[config.mk]
export PLATFORM = sky130hd
export DESIGN_NAME = cell_window_generator
export DESIGN_NICKNAME = d
export VERILOG_FILES = /design/src/rtl/cell_window_generator_pkg.sv /design/src/rtl/cell_window_generator_line_buffer.sv /design/src/rtl/cell_window_generator.sv
export SDC_FILE = /design/constraint.sdc
export NUM_CORES = 2
export LEC_CHECK = 0
export ABC_CLOCK_PERIOD_IN_PS = 20500
export CAP_MARGIN = 20
export CORE_MARGIN = 1
export CORE_UTILIZATION = 31
export CTS_CLUSTER_DIAMETER = 200
export CTS_CLUSTER_SIZE = 28
export DETAILED_ROUTE_END_ITERATION = 10
export PLACE_DENSITY_LB_ADDON = 0.08
export SETUP_SLACK_MARGIN = 0.4
export SYNTH_ARGS = -nofsm -noshare
export SYNTH_HDL_FRONTEND = slang
export SYNTH_SLANG_ARGS = --single-unit
[constraint.sdc]
create_clock -name clk -period 20.5 [get_ports clk]
set_input_delay 4.1 -clock clk [delete_from_list [all_inputs] [get_ports clk]]
set_output_delay 4.1 -clock clk [all_outputs]
set_load 0.005 [all_outputs]
[src/rtl/cell_window_generator_pkg.sv]
// Shared types and constants for the cell window generator and its consumer.
package cell_window_generator_pkg;

  localparam int MATRIX_DIM  = 3;
  localparam int centerPixel = 1;

  typedef logic [7:0] pixel_t;

  // pixelMatrix[r][c]: r=0 is the oldest row, c=0 the leftmost column
  typedef pixel_t [MATRIX_DIM-1:0][MATRIX_DIM-1:0] cell_t;

  typedef enum logic [2:0] {
    NOP, ADD, SUB, ADDI, SUBI, MUL, MAX, MIN
  } opcodes_t;

  typedef struct packed {
    opcodes_t opcode;
    cell_t    cellA;
    cell_t    cellB;
    pixel_t   userInputA;
  } iw_t;

  typedef enum logic {IDLE, ACTIVE} gen_state_t;

endpackage

[src/rtl/cell_window_generator_line_buffer.sv]
// Single-row delay: circular RAM, read-before-write at the write pointer.
module line_buffer
  import cell_window_generator_pkg::*;
#(
  parameter int DEPTH = 64
) (
  input  logic   clk,
  input  logic   rst,
  input  logic   en,
  input  pixel_t din,
  output pixel_t dout
);

  localparam int AW = (DEPTH > 1) ? $clog2(DEPTH) : 1;

  pixel_t          mem [DEPTH];
  logic [AW-1:0]   wptr;

  // Old entry at the pointer is the pixel written DEPTH accepts ago
  assign dout = mem[wptr];

  // Storage: contents need no reset
  always_ff @(posedge clk) begin
    if (en) mem[wptr] <= din;
  end

  // Write pointer wraps at DEPTH-1
  always_ff @(posedge clk or posedge rst) begin
    if (rst)     wptr <= '0;
    else if (en) wptr <= (wptr == AW'(DEPTH-1)) ? '0 : wptr + 1'b1;
  end

endmodule

[src/rtl/cell_window_generator.sv]
// Raster pixel stream (channels A/B) -> 3x3 instruction words for the processor.
module cell_window_generator
  import cell_window_generator_pkg::*;
#(
  parameter int IMG_WIDTH  = 64,
  parameter int IMG_HEIGHT = 64
) (
  input  logic                          clk,
  input  logic                          rst,
  input  logic                          pix_valid,
  output logic                          pix_ready,
  input  logic                          pix_sof,
  input  pixel_t                        pix_a,
  input  pixel_t                        pix_b,
  input  opcodes_t                      cfg_opcode,
  input  pixel_t                        cfg_user_a,
  output logic                          iw_valid,
  input  logic                          iw_ready,
  output iw_t                           iw,
  output logic [$clog2(IMG_WIDTH)-1:0]  iw_x,
  output logic [$clog2(IMG_HEIGHT)-1:0] iw_y,
  output logic                          iw_last,
  output logic                          frame_done,
  output logic                          frame_err
);

  localparam int XW = $clog2(IMG_WIDTH);
  localparam int YW = $clog2(IMG_HEIGHT);
  localparam int NCH = 2;

  gen_state_t           state, nstate;
  logic [XW-1:0]        x, cx;
  logic [YW-1:0]        y, cy;
  opcodes_t             opcode_q;
  pixel_t               user_q;
  logic                 acc, in_frame, err, eol, eof, emit;

  pixel_t [NCH-1:0]     pin, row1, row2;
  cell_t  [NCH-1:0]     win, nxt;

  assign pix_ready = !iw_valid || iw_ready;
  assign acc       = pix_valid && pix_ready;
  assign pin       = {pix_b, pix_a};

  // Two chained row delays per channel: row1 = y-1, row2 = y-2
  line_buffer #(.DEPTH(IMG_WIDTH)) u_lb0 [NCH-1:0] (
    .clk(clk), .rst(rst), .en(in_frame), .din(pin),  .dout(row1));
  line_buffer #(.DEPTH(IMG_WIDTH)) u_lb1 [NCH-1:0] (
    .clk(clk), .rst(rst), .en(in_frame), .din(row1), .dout(row2));

  // State register
  always_ff @(posedge clk or posedge rst) begin
    if (rst) state <= IDLE;
    else     state <= nstate;
  end

  // Next state: last pixel returns to IDLE, any in-frame pixel keeps/starts ACTIVE
  always_comb begin
    nstate = state;
    if (in_frame) nstate = eof ? IDLE : ACTIVE;
  end

  // Decode of the accepted pixel; an sof pixel is always (0,0)
  always_comb begin
    in_frame = acc && (state == ACTIVE || pix_sof);
    err      = acc && ((state == IDLE) != pix_sof);
    cx       = (state == IDLE || pix_sof) ? '0 : x;
    cy       = (state == IDLE || pix_sof) ? '0 : y;
    eol      = (cx == XW'(IMG_WIDTH-1));
    eof      = eol && (cy == YW'(IMG_HEIGHT-1));
    emit     = in_frame && (cx >= XW'(2)) && (cy >= YW'(2));
  end

  // Window after this pixel: shift left, new column enters on the right
  always_comb begin
    nxt = win;
    for (int ch = 0; ch < NCH; ch++) begin
      for (int r = 0; r < MATRIX_DIM; r++)
        for (int c = 0; c < MATRIX_DIM-1; c++)
          nxt[ch][r][c] = win[ch][r][c+1];
      nxt[ch][0][MATRIX_DIM-1] = row2[ch];
      nxt[ch][1][MATRIX_DIM-1] = row1[ch];
      nxt[ch][2][MATRIX_DIM-1] = pin[ch];
    end
  end

  // Shift window storage; stale columns across row wrap are never emitted
  always_ff @(posedge clk) begin
    if (in_frame) win <= nxt;
  end

  // Position counters and frame-latched configuration
  always_ff @(posedge clk or posedge rst) begin
    if (rst) begin
      x        <= '0;
      y        <= '0;
      opcode_q <= NOP;
      user_q   <= '0;
    end else if (in_frame) begin
      if (pix_sof) begin
        opcode_q <= cfg_opcode;
        user_q   <= cfg_user_a;
      end
      if (eof) begin
        x <= '0;
        y <= '0;
      end else if (eol) begin
        x <= '0;
        y <= cy + 1'b1;
      end else begin
        x <= cx + 1'b1;
        y <= cy;
      end
    end
  end

  // Output register: reload on emit, otherwise drop valid once consumed
  always_ff @(posedge clk or posedge rst) begin
    if (rst) begin
      iw_valid   <= 1'b0;
      iw         <= '0;
      iw_x       <= '0;
      iw_y       <= '0;
      iw_last    <= 1'b0;
      frame_done <= 1'b0;
      frame_err  <= 1'b0;
    end else begin
      frame_done <= in_frame && eof;
      frame_err  <= err;
      if (emit) begin
        iw_valid      <= 1'b1;
        iw.opcode     <= opcode_q;
        iw.cellA      <= nxt[0];
        iw.cellB      <= nxt[1];
        iw.userInputA <= user_q;
        iw_x          <= cx - XW'(MATRIX_DIM-1-centerPixel);
        iw_y          <= cy - YW'(MATRIX_DIM-1-centerPixel);
        iw_last       <= eof;
      end else if (iw_ready) begin
        iw_valid <= 1'b0;
      end
    end
  end

endmodule

==> results.md <==
* Status: complete, but fails checks
* Failing checks: design-rule violations
* Grt ovf at 0
* Final worst path period share at 0.454
* PwrDens at ~130 nW/um^2
* DR vias at a little under 50000
* CTS tree: done
* CP startpoint kind: input port
* Leakage power total at 32.3 nW
* Mapped Cells at ~5600
* RSZ-0062 raised after global routing: false
* Post-synthesis sequential area ratio at 0.761
* DRC at 28
* Hold Fails Final Rpt at 0
* Crit Path Max Fanout at 3
* Initial DRC count at roughly 4200
* Synth warn at 0
* Hold Crit Class: flip-flop to flip-flop
* Setup crit end kind: primary output
* Clock Skews at roughly 0.057 ns
* Measured slew at the worst slew-check pin at roughly 1.1 ns
* Initial Util at 0.312
* Maximum clock rate at 108 MHz
* Drt wl/cell at around 27 um
* Chip height at 546 um
* Max-Cap Viols at 0
* First-pass GRT wire length at around 370000 um
* Placer Congestion at ~0.75
* Relative slew slack at 0.285
* Critical Path RT at about 16 ns
* DP HPWL at approximately 150000 um
* Share of the synthesized area in the top cell type at 0.701
* Critical path arrival at ~5.2 ns
* Die Wd at 546 um
* Worst-path clk slew at around 0.11 ns
* Ys async rst share at 0.0927
* Area growth, synth to finish at 9.51%
* Clk sinks at ~2400
* Critical path class: input port to primary output
* Most common cell after layout, fill and taps aside: edfxtp_1
* Fin Hold WS at 0.440 ns
* Most frequent cells in the layout: edfxtp_1 (2144), nand2_1 (467), mux2i_1 (439)
* Fraction of layout cells with a size suffix above 1 at 0.0697
* Vias per inst at just over 5
* Die footprint at 298000 um^2
* PortBufs at roughly 200
* Worst R2R Setup Slack at ~16 ns
* CTS max path bufs at 3
* Distinct cell type count after synthesis at 76
* Post-CTS sizing at 0
* Prevailing post-synth register cell: edfxtp_1
* Clock period minus worst slack at approximately 9.3 ns
* Rows at 199
* Cell taking the most area after synthesis: edfxtp_1
* Synthesized area at 91800 um^2
* CTS Buf Count at 94
* Max-slew violations at 0
* Syn_area_per_cell at 16.4 um^2
* Largest net degree at the start of global routing at roughly 140
* Yosys reg bits at 2363
* Total Routing Usage GR at 0.171
* Max VDD drop at 0.222 mV
* Core Box Area at approximately 290000 um^2
* Ports at 204
* Antenna-violating nets left at 0
* Antenna violations before repair at 9
* Vias in the first global route at just under 50000
* Nets at about 5600
* EDFF count, synth at about 2100
* # Post-CTS Setup Buffers at 0
* Htree depth at 3
* DRT Wirelength at roughly 260000 um
* Final setup fails at 0
* Synth top area cells: edfxtp_1 (70%), dfrtp_1 (6.0%), mux2i_1 (4.8%)
* Setup TNS Final at 0 ns
* Drt first pass iters at 11
* Worst-Skew Late Latency at roughly 0.83 ns
* Clock root cell: clkbuf_16
* Net Count, Synth at around 5700
* Power Total at 13.3 mW
* Hold_buf cts at 0
-- worst paths after layout --
path	start	end	cells after the start
max	iw_ready	pix_ready	3
min	nxt[7]	iw[87]	2
max reg2reg	u_lb0[1].wptr[0]	iw[51]	10
min reg2reg	nxt[7]	iw[87]	2
max in group asynchronous	rst	iw[66]	4
min in group asynchronous	rst	iw[20]	2
-- synthesized netlist by cell type (all sizes together), types with 22 or more instances --
| library cell | count |
|---|---|
| a22oi | 72 |
| o22a | 168 |
| nand4 | 31 |
| nand2 | 468 |
| mux2i | 439 |
| a21oi | 49 |
| inv | 22 |
| a221o | 26 |
| or2 | 27 |
| and4 | 23 |
| a211oi | 22 |
| edfxtp | 2144 |
| nand3 | 33 |
| nor2 | 325 |
| o211ai | 25 |
| a221oi | 351 |
| o22ai | 33 |
| dfrtp | 219 |
| nor4b | 42 |
| buf | 199 |
| a32oi | 32 |
| o21ai | 182 |
| a31oi | 116 |
| mux2 | 81 |
| nor2b | 39 |
| clkbuf | 201 |
| o221ai | 23 |
-- flip-flops by register name, summed over array words and instances (netlist names) --
name / count
iw: 155
iw_last: 1
iw_x: 6
y: 6
user_q: 8
frame_done: 1
iw_valid: 1
u_lb0.mem: 1024
iw_y: 6
u_lb1.mem: 1024
u_lb1.wptr: 12
opcode_q: 3
u_lb0.wptr: 12
x: 6
frame_err: 1
state: 1
nxt: 96
-- per-stage QoR --
step	worst slack, ns	instances	util	cell area [um^2]
2_1_floorplan	10.41	5609	-	91800
3_3_place_gp	11.20	9422	0.332	97700
3_5_place_dp	11.20	9423	0.332	97700
4_1_cts	11.20	9599	0.341	100000
5_1_grt	11.14	9601	0.341	100000
6_report	11.20	9606	0.342	101000
-- critical path: stages --
cell and delay, ns:
clkdlybuf4s50_1 0.44, nand2b_1 0.14, clkdlybuf4s50_1 0.51
-- cell families (layout without fill, tap and decap cells) --
| kind of cell | count (synthesis) | in the layout | share of synthesized area |
|---|---|---|---|
| AOI/OAI and AO/OA | 1188 | 1188 | 0.0995 |
| xor gates and xnor gates | 14 | 14 | 0.00134 |
| buffers and inverters | 426 | 498 | 0.0210 |
| other | 0 | 6 | 0 |
| adders and majority gates | 12 | 12 | 0.00164 |
| muxes | 539 | 539 | 0.0626 |
| DFF | 2363 | 2363 | 0.761 |
| and+or+nand+nor | 1067 | 1067 | 0.0528 |
-- cell type report --
cell class              instances  area, um^2
repair buffers                296        2710
well taps                    3919        4900
fillers                     28200      194000
diodes                          6        15.0
inverters                      26         113
clock buffers                 172        2710
multi-input cells            2820       20100
flip-flops and latches       2363       69900
clock inverters                 4        61.3
-- power by group --
| group | internal, mW | switching [mW] | total [mW] |
|---|---|---|---|
| logic | 1.02 | 3.22 | 4.24 |
| registers | 6.44 | 0.225 | 6.66 |
| clock network | 0.914 | 1.51 | 2.43 |
| total | 8.38 | 4.96 | 13.3 |
-- routing by layer --
layer	global-route usage	vias to the layer above	share of wire
li1	-	22200	-
met1	0.251	26000	0.48
met2	0.276	930	0.47
met3	0.0192	161	0.035
met4	0.0272	2	0.014
met5	0	-	0.000046
(Power assumes the default switching activity.)
